## src/rtl/hex_str_render.sv

```systemverilog
`default_nettype none
// ============================================================================
// Module   : hex_str_render
// Purpose  : Drives hex_ch one 8-pixel character row at a time to render a
//            DIGITS-nibble hex value as a pixel strip (x = digit*8+col, y = row).
// Options  : HEX_RENDER_LZB_EN -- blank leading zero digits (last digit kept).
// Revision : 1.0  initial release
// ============================================================================
module hex_str_render #(
  parameter int DIGITS   = 4,
  parameter int CH_W     = 4,
  parameter int CH_ROW_W = 3,
  parameter int CH_COL_W = 3,
  parameter int X_W      = $clog2(DIGITS*8)
) (
  input  logic                clk,
  input  logic                rst,
  input  logic                start,
  input  logic [4*DIGITS-1:0] value,
  output logic                busy,
  output logic                done,
  input  logic                burst_rdy,
  output logic [CH_W-1:0]     ch_sel,
  output logic [CH_ROW_W-1:0] row_sel,
  output logic                ch_px_rd,
  input  logic                ch_px_valid,
  input  logic                ch_px_out,
  output logic                px_valid,
  output logic                px_data,
  output logic [X_W-1:0]      px_x,
  output logic [CH_ROW_W-1:0] px_y
);

  localparam int DIG_W = (DIGITS > 1) ? $clog2(DIGITS) : 1;
  localparam logic [DIG_W-1:0] c_last_digit = DIG_W'(DIGITS - 1);

  typedef enum logic [2:0] {
    S_IDLE     = 3'd0,
    S_WAIT_RDY = 3'd1,
    S_READ     = 3'd2,
    S_DRAIN    = 3'd3,
    S_DONE     = 3'd4
  } state_t;

  state_t                r_state;
  state_t                w_next;
  logic [4*DIGITS-1:0]   r_value;
  logic [DIG_W-1:0]      r_digit;
  logic [CH_ROW_W-1:0]   r_row;
  logic [CH_COL_W-1:0]   r_col;
  logic [CH_COL_W-1:0]   r_rd_cnt;
  logic [CH_W-1:0]       r_ch_sel;
  logic                  w_accept;
  logic                  w_rd_entry;
  logic                  w_burst_end;
  logic                  w_last_burst;
  logic                  w_digit_wrap;
  logic [DIG_W-1:0]      w_digit_nx;
  logic [CH_ROW_W-1:0]   w_row_nx;

  // Digit 0 is the most significant nibble.
  function automatic logic [3:0] f_nibble(input logic [4*DIGITS-1:0] v,
                                          input logic [DIG_W-1:0]    d);
    return v[4*(DIGITS-1-int'(d)) +: 4];
  endfunction

  always_ff @(posedge clk) begin
    if (rst) r_state <= S_IDLE;
    else     r_state <= w_next;
  end

  always_comb begin
    w_next       = r_state;
    busy         = 1'b0;
    done         = 1'b0;
    ch_px_rd     = 1'b0;
    w_accept     = 1'b0;
    w_rd_entry   = 1'b0;
    // The 8th valid pixel of the burst closes DRAIN.
    w_burst_end  = (r_state == S_DRAIN) && ch_px_valid && (&r_col);
    w_last_burst = (r_digit == c_last_digit) && (&r_row);
    case (r_state)
      S_IDLE, S_DONE: begin
        done = (r_state == S_DONE);
        if (start) begin
          w_accept = 1'b1;
          w_next   = S_WAIT_RDY;
        end else begin
          w_next   = S_IDLE;
        end
      end
      S_WAIT_RDY: begin
        busy = 1'b1;
        if (burst_rdy) begin
          w_rd_entry = 1'b1;
          w_next     = S_READ;
        end
      end
      S_READ: begin
        busy     = 1'b1;
        ch_px_rd = 1'b1;
        if (&r_rd_cnt) w_next = S_DRAIN;
      end
      S_DRAIN: begin
        busy = 1'b1;
        if (w_burst_end) w_next = w_last_burst ? S_DONE : S_WAIT_RDY;
      end
      default: w_next = S_IDLE;
    endcase
  end

  // Digit is the inner loop, row the outer loop.
  assign w_digit_wrap = (r_digit == c_last_digit);
  assign w_digit_nx   = w_digit_wrap ? '0 : r_digit + DIG_W'(1);
  assign w_row_nx     = w_digit_wrap ? r_row + CH_ROW_W'(1) : r_row;

`ifdef HEX_RENDER_LZB_EN
  logic [DIGITS-1:0] w_lz_mask;
  logic              w_lz_seen;
  logic [DIGITS-1:0] r_blank;

  always_comb begin
    w_lz_seen = 1'b0;
    w_lz_mask = '0;
    for (int d = 0; d < DIGITS; d++) begin
      if (value[4*(DIGITS-1-d) +: 4] != 4'h0) w_lz_seen = 1'b1;
      w_lz_mask[d] = ~w_lz_seen && (d != DIGITS-1);
    end
  end
`endif

  always_ff @(posedge clk) begin
    if (rst) begin
      r_value  <= '0;
      r_digit  <= '0;
      r_row    <= '0;
      r_col    <= '0;
      r_rd_cnt <= '0;
      r_ch_sel <= '0;
`ifdef HEX_RENDER_LZB_EN
      r_blank  <= '0;
`endif
    end else begin
      if (w_accept) begin
        r_value  <= value;
        r_digit  <= '0;
        r_row    <= '0;
        r_ch_sel <= CH_W'(f_nibble(value, '0));
`ifdef HEX_RENDER_LZB_EN
        r_blank  <= w_lz_mask;
`endif
      end else if (w_burst_end && !w_last_burst) begin
        r_digit  <= w_digit_nx;
        r_row    <= w_row_nx;
        r_ch_sel <= CH_W'(f_nibble(r_value, w_digit_nx));
      end
      if (w_rd_entry) begin
        r_col    <= '0;
        r_rd_cnt <= '0;
      end else begin
        if (ch_px_rd) r_rd_cnt <= r_rd_cnt + CH_COL_W'(1);
        if (px_valid) r_col    <= r_col + CH_COL_W'(1);
      end
    end
  end

  assign ch_sel   = r_ch_sel;
  assign row_sel  = r_row;
  assign px_valid = ch_px_valid & busy;
`ifdef HEX_RENDER_LZB_EN
  assign px_data  = px_valid & ch_px_out & ~r_blank[r_digit];
`else
  assign px_data  = px_valid & ch_px_out;
`endif
  assign px_x     = X_W'({r_digit, r_col});
  assign px_y     = r_row;

endmodule
`default_nettype wire

```

## config.mk

```make
export PLATFORM = sky130hd
export DESIGN_NAME = hex_str_render
export DESIGN_NICKNAME = d
export VERILOG_FILES = /design/src/rtl/hex_str_render.sv
export SDC_FILE = /design/constraint.sdc
export NUM_CORES = 1
export LEC_CHECK = 0
export ABC_AREA = 1
export BUFFER_PORTS_ARGS = -buffer_cell sky130_fd_sc_hd__buf_2
export CORE_MARGIN = 2
export CORE_UTILIZATION = 37
export CTS_BUF_LIST = sky130_fd_sc_hd__clkbuf_16
export CTS_CLUSTER_SIZE = 40
export DETAILED_ROUTE_END_ITERATION = 10
export PLACE_DENSITY_LB_ADDON = 0.25
export RECOVER_POWER = 100
export SYNTH_ARGS = -nofsm -noshare
export SYNTH_HDL_FRONTEND = slang
export SYNTH_SLANG_ARGS = --single-unit
```

## constraint.sdc

```tcl
create_clock -name clk -period 3.13 [get_ports clk]
set_input_delay 0.4695 -clock clk [delete_from_list [all_inputs] [get_ports clk]]
set_output_delay 0.4695 -clock clk [all_outputs]
set_load 0.1 [all_outputs]
```

==> results_dict.tcl <==
set metrics [dict create \
    synthAdderAreaFrac 0.05185 \
    yosysSeqAreaShare 0.4030 \
    p_seq_frac 0.329 \
    grt_pass1_wl_um 5906 \
    p_int_mw 0.9716 \
    place_congestion 0.7970 \
    ant_nets 0 \
    p_leak_nw 0.9059 \
    hpwl_um 2462 \
    gr-usage-all-layers 0.1466 \
    clk_pin_slew_worst_paths_ns 0.05 \
    wirelength_um 3515 \
    skew_ns 0.003853 \
    outcome "complete, no violations" \
    viasPerCell 4.613 \
    cp_cell_sequence "inv_1 > nor2_1 > nand2_1 > inv_2 > clkbuf_1" \
    cts_tree "done" \
    layout_min_cycle_time_ns 2.446 \
    cp_data_arrival_time_ns 1.98 \
    start_util 0.3853 \
    numCtsBuffers 5 \
    cp_max_fo 6 \
    setup.worst_path.start_class "flip-flop" \
    crit_type "reg -> out" \
    n_fill_cell 485 \
    num_io_pins 42 \
    reg2reg_from "r_state[0]$_SDFFE_PP0P_" \
    layout-drive-gt1-share 0.1513 \
    post_cts_buffers 0 \
    hold_viol_final 0 \
    clkPwrFrac 0.265 \
    crit_path_end_kind "primary output" \
    reg2reg_depth 5 \
    dieArea_sq_mm 0.005122 \
    netlist_area_sq_mm 0.001689 \
    fmax_mhz 408.8 \
    htreeDepth 2 \
    route.detailed.drc 0 \
    synth_top_area_cell "dfxtp_1" \
    synth_top_area_share 0.4030 \
    syn_to_final_growth_pct 17.11 \
    synth_simple_gate_area_share 0.2948 \
    critPathMaxStageDelay_ns 0.86 \
    grt_max_degree 32 \
    hold_slack_ns 0.4335 \
    synth_cells 232 \
    min_from "rst" \
    ir_worst_vdd_mv 0.4539 \
    drtIter0Drc 49 \
    min_period_over_period 0.7815 \
    ys_ff_latch 34 \
    cts_hold_buf 0 \
    r2r_end "r_value[15]$_SDFFE_PP0P_" \
    synth_cell_type_count 27 \
    cts_resized 0 \
    fin_total_pwr_mw 1.765 \
    tns_ns 0 \
    numClockSinks 34 \
    avgSynthCellArea_sq_um 7.281 \
    hold_end "r_state[0]$_SDFFE_PP0P_" \
    mostFrequentLayoutCells "50 x nand2_1, 34 x nor2_1, 34 x dfxtp_1" \
    slew_headroom 0.2218 \
    fin_nets 299 \
    wl_per_cell_um 10.88 \
    io_buffers 41 \
    p_comb_frac 0.406 \
    reg2reg_slack_ns 1.07 \
    vias 1490 \
    die_h_um 71.57 \
    worst_pin_slew_ns 1.172 \
    synth_mux_area_frac 0 \
    die_width_um 71.57 \
    setup_viol 0 \
    core_sq_mm 0.004384 \
    fp-row-count 24 \
    synthXorXnorAreaFrac 0.005185 \
    slew_violations 0 \
    switchingPower_mw 0.7937 \
    n_antenna_cell 0 \
    path_buf_inv 3 \
    power_per_cell_area_mw_per_mm2 892.4 \
    yosys-top-cells-area "dfxtp_1 40%, nand2_1 11%, nor2_1 7.8%" \
    synth_top_family_by_area "simple AND/OR/NAND/NOR gates" \
    layout_commonest_cell "nand2_1" \
    synth_warnings 0 \
    clk_latency_ns 0.28 \
    gr-total-overflow 0 \
    first_global_vias 1321 \
    cp_slowest_cell "clkbuf_1" \
    antenna_found_initial 0 \
    rsz0062_at_grt "no" \
    firstDrtPassIters 4 \
    crit_family "buffers and inverters" \
    hold_depth 2 \
    synth_nets 261 \
    drv_cap 0 \
    cts-root-buf "clkbuf_16" \
    p_sw_frac 0.4496 \
    required_ns 2.66 \
    clockBufferDepth 2 \
    hp-class "in -> reg" \
    synth_compound_area_frac 0.1348 \
]
## cell type report
class	count	area, sq um	share of cell area
tap	52	65.06	0.03289
inverter	27	101.3	0.05123
sequential	34	680.7	0.3441
clock buffer	5	125.1	0.06325
timing repair buffer	41	178.9	0.09045
multi-input combinational	161	810.8	0.4099
clock inverter	3	16.27	0.008223
## metal layers
metal	up-vias	wire, um	global-route usage
li1	811	-	-
met4	0	77	0.06918
met5	-	0	0
met3	6	212	0.04641
met1	631	1777	0.1916
met2	42	1448	0.2202
## cell usage after synthesis
master    count
nand2_1      49
nor2_1       35
dfxtp_1      34
inv_1        24
nand3_1      18
a21oi_1      14
o21ai_0      13
ha_1          7
a21oi_2       6
a22o_1        4
nand2_2       4
buf_4         3
buf_6         2
clkbuf_1      2
inv_2         2
nand3_2       2
nand4_1       2
nor2_2        2
buf_12        1
buf_2         1
clkbuf_4      1
clkinv_1      1
nor2_4        1
nor3_1        1
o21ai_1       1
or2_0         1
xor2_1        1
## state kept, by name, summed over array words and instances, names as in the netlist
register  cells
r_state       3
r_value      16
ch_sel        4
r_digit       2
r_rd_cnt      3
px_y          3
r_col         3
## logic make-up (layout without fill, tap and decap cells)
kind of cell,after synthesis,after routing
flops,34,34
xor+xnor,1,1
buf+inv,37,76
simple gates,115,115
fa+ha+maj,7,7
compound gates,38,38
## per-stage QoR
step                      cell area, sq um  std cells  utilization  setup WS (ns)
after floorplan                       1694        232            -         0.3205
after global placement                1879        315       0.4287          1.390
after detailed placement              1879        315       0.4287          1.393
after CTS                             2021        323       0.4609          1.084
after global routing                  1978        323       0.4512         0.5447
final                                 1978        323       0.4512         0.6840
## power by group through the flow
stage | Clock [mW] | Sequential (mW) | Combinational (mW)
global route | 0.495 | 0.597 | 0.794
global placement | 0 | 0.592 | 0.738
detailed placement | 0 | 0.591 | 0.744
finish | 0.467 | 0.581 | 0.717
floorplan | 0 | 0.743 | 0.505
CTS | 0.482 | 0.584 | 0.746
## worst max-delay path by stage
stage | startpoint | to | slack (ns) | depth (start not counted)
after floorplan | r_state[0]$_SDFFE_PP0P_ | px_data | 0.32 | 4
after global placement | r_state[1]$_SDFFE_PP0P_ | ch_px_rd | 1.39 | 5
after detailed placement | r_state[1]$_SDFFE_PP0P_ | ch_px_rd | 1.39 | 5
after CTS | r_state[1]$_SDFFE_PP0P_ | ch_px_rd | 1.08 | 5
after global routing | r_state[1]$_SDFFE_PP0P_ | ch_px_rd | 0.54 | 5
final | r_state[1]$_SDFFE_PP0P_ | ch_px_rd | 0.68 | 5
(Power assumes the default switching activity.)
